==> src/rtl/hazard_pkg.sv <==
// hazard_pkg: shared constants and types for the hazard scoreboard.
package hazard_pkg;
  localparam int REG_ADDR_W_DEF = 3;
  localparam int FWD_REGFILE = 0;
  typedef enum logic [1:0] {UPD_HOLD, UPD_BUBBLE, UPD_SHIFT} upd_e;
endpackage

==> src/rtl/hazard_fwd_match.sv <==
// hazard_fwd_match: nearest-producer forwarding select for one EX operand.
module hazard_fwd_match
  import hazard_pkg::*;
#(
  parameter int REG_ADDR_W = REG_ADDR_W_DEF,
  parameter int NUM_STAGES = 3,
  parameter int LOAD_STAGE = 2,
  parameter int FWD_SEL_W = $clog2(NUM_STAGES)
) (
  input  logic                                   rs_en,
  input  logic [REG_ADDR_W-1:0]                  rs,
  input  logic [NUM_STAGES-2:0]                  p_valid,
  input  logic [NUM_STAGES-2:0]                  p_wr,
  input  logic [NUM_STAGES-2:0]                  p_load,
  input  logic [(NUM_STAGES-1)*REG_ADDR_W-1:0]   p_rd,
  output logic [FWD_SEL_W-1:0]                   sel
);
  logic [NUM_STAGES-2:0] hit;
  for (genvar g = 1; g < NUM_STAGES; g++) begin : g_hit
    assign hit[g-1] = p_valid[g-1] && p_wr[g-1] && p_rd[(g-1)*REG_ADDR_W +: REG_ADDR_W] == rs &&
                      !(p_load[g-1] && g < LOAD_STAGE);
  end
  // Scan far-to-near so the nearest matching slot is assigned last and wins.
  always_comb begin
    sel = FWD_SEL_W'(FWD_REGFILE);
    for (int k = NUM_STAGES - 1; k >= 1; k--)
      sel = (rs_en && hit[k-1]) ? FWD_SEL_W'(k) : sel;
  end
endmodule

==> src/rtl/hazard_scoreboard.sv <==
// hazard_scoreboard: in-flight destination scoreboard giving load-use stall and EX forwarding selects.
// Optional stall/flush statistics counters when HAZARD_STATS_EN is defined.
module hazard_scoreboard
  import hazard_pkg::*;
#(
  parameter int REG_ADDR_W = REG_ADDR_W_DEF,
  parameter int NUM_STAGES = 3,
  parameter int LOAD_STAGE = 2,
  localparam int FWD_SEL_W = $clog2(NUM_STAGES)
) (
  input  logic                  clk,
  input  logic                  rst,
  input  logic                  hold_i,
  input  logic                  flush_i,
  input  logic                  id_valid,
  input  logic [REG_ADDR_W-1:0] id_rs1,
  input  logic                  id_rs1_used,
  input  logic [REG_ADDR_W-1:0] id_rs2,
  input  logic                  id_rs2_used,
  input  logic [REG_ADDR_W-1:0] id_rd,
  input  logic                  id_wr,
  input  logic                  id_load,
  output logic                  stall,
  output logic [FWD_SEL_W-1:0]  fwd_sel1,
  output logic [FWD_SEL_W-1:0]  fwd_sel2,
  output logic                  ex_valid
`ifdef HAZARD_STATS_EN
  ,
  output logic [15:0]           stall_cnt,
  output logic [15:0]           flush_cnt
`endif
);
  typedef struct packed {
    logic                  valid;
    logic [REG_ADDR_W-1:0] rd;
    logic                  wr;
    logic                  load;
  } slot_t;
  typedef struct packed {
    logic [REG_ADDR_W-1:0] rs1;
    logic                  rs1_used;
    logic [REG_ADDR_W-1:0] rs2;
    logic                  rs2_used;
  } src_t;
  slot_t slots [NUM_STAGES];
  src_t  src;
  upd_e  upd;
  assign upd = hold_i ? UPD_HOLD : (flush_i || stall) ? UPD_BUBBLE : UPD_SHIFT;
  // Source operands only matter while the instruction sits in EX, so they are kept for slot 0 only.
  always_ff @(posedge clk) begin
    if (rst) begin
      for (int k = 0; k < NUM_STAGES; k++) slots[k] <= '0;
      src <= '0;
    end else if (upd != UPD_HOLD) begin
      slots[0] <= upd == UPD_BUBBLE ? '0 :
                  slot_t'{valid: id_valid, rd: id_rd, wr: id_wr, load: id_load};
      for (int k = 1; k < NUM_STAGES; k++) slots[k] <= slots[k-1];
      src <= upd == UPD_BUBBLE ? '0 :
             src_t'{rs1: id_rs1, rs1_used: id_rs1_used, rs2: id_rs2, rs2_used: id_rs2_used};
    end
  end
  always_comb begin
    stall = 1'b0;
    for (int k = 0; k < LOAD_STAGE - 1; k++)
      stall = stall || (slots[k].valid && slots[k].wr && slots[k].load &&
              ((id_rs1_used && slots[k].rd == id_rs1) || (id_rs2_used && slots[k].rd == id_rs2)));
    stall = stall && id_valid && !flush_i;
  end
  assign ex_valid = slots[0].valid;
  logic [NUM_STAGES-2:0]                 p_valid, p_wr, p_load;
  logic [(NUM_STAGES-1)*REG_ADDR_W-1:0]  p_rd;
  for (genvar g = 1; g < NUM_STAGES; g++) begin : g_pack
    assign p_valid[g-1] = slots[g].valid;
    assign p_wr[g-1]    = slots[g].wr;
    assign p_load[g-1]  = slots[g].load;
    assign p_rd[(g-1)*REG_ADDR_W +: REG_ADDR_W] = slots[g].rd;
  end
  hazard_fwd_match #(
    .REG_ADDR_W(REG_ADDR_W), .NUM_STAGES(NUM_STAGES), .LOAD_STAGE(LOAD_STAGE), .FWD_SEL_W(FWD_SEL_W)
  ) u_fwd1 (
    .rs_en(src.rs1_used && slots[0].valid), .rs(src.rs1),
    .p_valid(p_valid), .p_wr(p_wr), .p_load(p_load), .p_rd(p_rd), .sel(fwd_sel1)
  );
  hazard_fwd_match #(
    .REG_ADDR_W(REG_ADDR_W), .NUM_STAGES(NUM_STAGES), .LOAD_STAGE(LOAD_STAGE), .FWD_SEL_W(FWD_SEL_W)
  ) u_fwd2 (
    .rs_en(src.rs2_used && slots[0].valid), .rs(src.rs2),
    .p_valid(p_valid), .p_wr(p_wr), .p_load(p_load), .p_rd(p_rd), .sel(fwd_sel2)
  );
`ifdef HAZARD_STATS_EN
  always_ff @(posedge clk) begin
    if (rst) begin
      stall_cnt <= '0;
      flush_cnt <= '0;
    end else if (!hold_i) begin
      stall_cnt <= (stall && stall_cnt != 16'hFFFF) ? stall_cnt + 16'd1 : stall_cnt;
      flush_cnt <= (flush_i && flush_cnt != 16'hFFFF) ? flush_cnt + 16'd1 : flush_cnt;
    end
  end
`endif
endmodule

==> config.mk <==
export PLATFORM = sky130hd
export DESIGN_NAME = hazard_scoreboard
export DESIGN_NICKNAME = d
export VERILOG_FILES = /design/src/rtl/hazard_pkg.sv /design/src/rtl/hazard_fwd_match.sv /design/src/rtl/hazard_scoreboard.sv
export SDC_FILE = /design/constraint.sdc
export NUM_CORES = 1
export LEC_CHECK = 0
export CAP_MARGIN = 20
export CORE_MARGIN = 4
export CORE_UTILIZATION = 30
export DETAILED_ROUTE_END_ITERATION = 8
export GPL_TIMING_DRIVEN = 0
export MAX_ROUTING_LAYER = met4
export SLEW_MARGIN = 20
export SYNTH_ARGS = -nofsm -noshare
export SYNTH_HDL_FRONTEND = slang
export SYNTH_SLANG_ARGS = --single-unit
==> constraint.sdc <==
create_clock -name clk -period 2 [get_ports clk]
set_clock_uncertainty 0.1 [all_clocks]
set_input_delay 0.3 -clock clk [delete_from_list [all_inputs] [get_ports clk]]
set_output_delay 0.3 -clock clk [all_outputs]
set_load 0.1 [all_outputs]
==> flow_summary_export.csv <==
group,metric,value,unit
run_status,outcome,"finished with violations",
run_status,violations,"negative setup slack",
synth,yosys.area.top_type,"edfxtp_1",
placed_design,post-dp-hpwl,1.887,mm
cts,cts.sinks,25,
grt,grt_usage,0.1042,
timing,max_clock_freq,0.4904,GHz
timing,slew_viol_final,0,
synth,ys_seq_area_frac,0.5583,
setup_path,path_class,"in2out",
grt,grt_pass1_vias,870,
timing,fin_setup_tns,-42.35,ps
grt,grt_first_pass_wirelength,4.022,mm
timing,setup_viol,4,
timing,rsz0062_at_grt,"yes",
synth,ys_types,20,
cts,clkLatencyLatePin,260,ps
synth,syn_nets,132,
floorplan,start_util,0.3185,
synth,synth.top_cell.area_share,0.4250,
setup_path,startpoint_type,"input pin",
detailed_routing,num_vias,854,
cts,cts_tree,"yes",
pwr,p_per_area,628.3,nW/µm²
detailed_routing,remaining_drc_errors,0,
placed_design,place_congestion,0.8116,
synth,netlist_area,1201,µm²
grt,grt_max_degree,18,
placed_design,place_area,1569,µm²
detailed_routing,initialDrtViolationCount,14,
floorplan,die_w,71.28,µm
finish,drive_gt1_frac,0.1888,
timing,worstMarginPinSlew,545.8,ps
finish,area_growth,37.29,%
finish,final_area,1649,µm²
timing,fin_crit_sh,1.020,
synth,ys_ff_latch,25,
setup_path,worstPathRequired,1600,ps
cts,cts_max_level,1,
pwr,p_leak,0.5837,nW
timing,fin_crit,2039,ps
detailed_routing,wl,2.368,mm
cts,cts_hold_buffers,0,
synth,synth_cells,114,
hold_path,hold_path.class,"reg2reg",
floorplan,core_area,3771,µm²
setup_path,end_kind,"primary output",
timing,relSlewSlack,0.6379,
setup_path,crit_fanout,2,
placed_design,port_buffers,23,
cts,clock-root-buffer,"clkbuf_8",
finish,n_antenna_cell,0,
job,cap_violations,0,
cts,path_clk_slew,80,ps
cts,cts_buffer_depth,2,
timing,layout_setup_ws,-39.01,ps
detailed_routing,drt_pass1_iterations,4,
timing,final_hold_viol_count,0,
synth,synthTopCellsByArea,"edfxtp_1, dfxtp_1, xnor2_1",
detailed_routing,via_per_inst,4.471,
cts,cts_buffers,3,
floorplan,die_h,71.28,µm
pwr,irDropWorstVdd,0.0003189,V
floorplan,die_area,5080,µm²
floorplan,core.rowCount,22,
setup_path,cp_data_arrival_time,1640,ps
synth,syn_avg_cell_area,10.54,µm²
finish,nets,162,
floorplan,ios,24,
grt,antenna_found_initial,0,
detailed_routing,wl_per_cell,12.40,µm
grt,grt.overflow.total,0,
finish,fillers,352,
synth,yosysWarningCount,0,
detailed_routing,ant_nets,0,
repair_timing:
action | CTS | global route
setup endpoints to repair | 6 | 22
buffers inserted | 1 | 1
resized for setup | 40 | 1
gates cloned | 0 | 0
pin swaps | 2 | 0
worst paths after layout:
kind	end	slack, ps	depth (start not counted)	startpoint
setup / recovery	stall	-40	6	id_rs2[1]
hold / removal	src[4]	410	2	src[4]
setup reg to reg	slots[0][1]	290	6	slots[0][2]
hold reg to reg	src[4]	410	2	src[4]
final cells by class:
cell class	instances	area, µm²	share of cell area
inverters	1	7.507	0.004552
multi-input cells	84	580.6	0.3520
plain buffers	4	23.77	0.01442
clock buffers	4	45.04	0.02731
repair buffers	25	261.5	0.1586
flip-flops and latches	25	670.6	0.4067
well taps	48	60.06	0.03642
registers in the layout, summed over array words and instances (netlist names):
name	count
slots	17
src	8
cells by family after synthesis:
kind of cell / count (synthesis) / share of synthesized area
and+or+nand+nor: 57 / 0.2344
DFF: 25 / 0.5583
xor gates and xnor gates: 18 / 0.1312
AOI/OAI and AO/OA: 9 / 0.05312
buffers and inverters: 5 / 0.02291
synth_stat cells:
cell type	instances
nand2_1	24
edfxtp_1	17
xnor2_1	12
and2_1	11
dfxtp_1	8
nor2_1	7
xor2_1	6
nand4_1	5
nor4_1	4
o21ai_0	4
o21ai_2	4
clkbuf_1	2
nand3_1	2
nor2b_1	2
a21oi_2	1
buf_2	1
buf_6	1
inv_1	1
nand3b_1	1
nor3_2	1
per-layer routing:
layer	up-vias	routed length, µm	track usage
met5	-	0	-
met4	0	29	0.05010
met3	4	106	0.01823
li1	447	-	-
met2	26	1056	0.1571
met1	377	1175	0.1352
power breakdown:
group | leakage (nW) | total, mW | internal (mW) | switching (mW)
sequential | 0.252 | 0.610 | 0.583 | 0.0269
combinational | 0.309 | 0.139 | 0.0686 | 0.0705
clock | 0.0228 | 0.288 | 0.142 | 0.145
through the flow:
stage	hold slack [ps]	worst slack (ps)	instances	util	total power, mW
floorplan	339.9	-1091	114	-	0.6977
global placement	395.2	-1039	185	0.4161	0.7559
detailed placement	405.6	-1085	185	0.4161	0.7611
CTS	417.5	-33.16	190	0.4343	1.050
global route	446.8	-143.4	191	0.4373	1.088
finish	410.2	-39.01	191	0.4373	1.036
critical path, cell delays in order:
cell	delay [ps]
clkdlybuf4s50_1	500
xnor2_1	140
nand4_1	140
a21oi_2	190
nor2b_4	180
buf_12	180
placed cells by master (no fill, tap or decap):
cell             count
nor2b_1              1
nor2_1               7
buf_2                1
xnor2_1             12
a21oi_2              1
nand2_1             24
buf_4                2
o21ai_2              4
nand4_1              5
o21ai_0              4
nand3b_1             1
clkdlybuf4s15_2      1
buf_6                5
nor4_4               4
edfxtp_1            17
clkinvlp_4           1
dfxtp_1              8
and2_1              11
clkdlybuf4s50_1     17
xor2_1               6
clkbuf_1             3
buf_12               1
nor2b_4              1
nor3_2               1
clkbuf_8             3
nand3_2              2
Power figures use the tool's default switching activity.
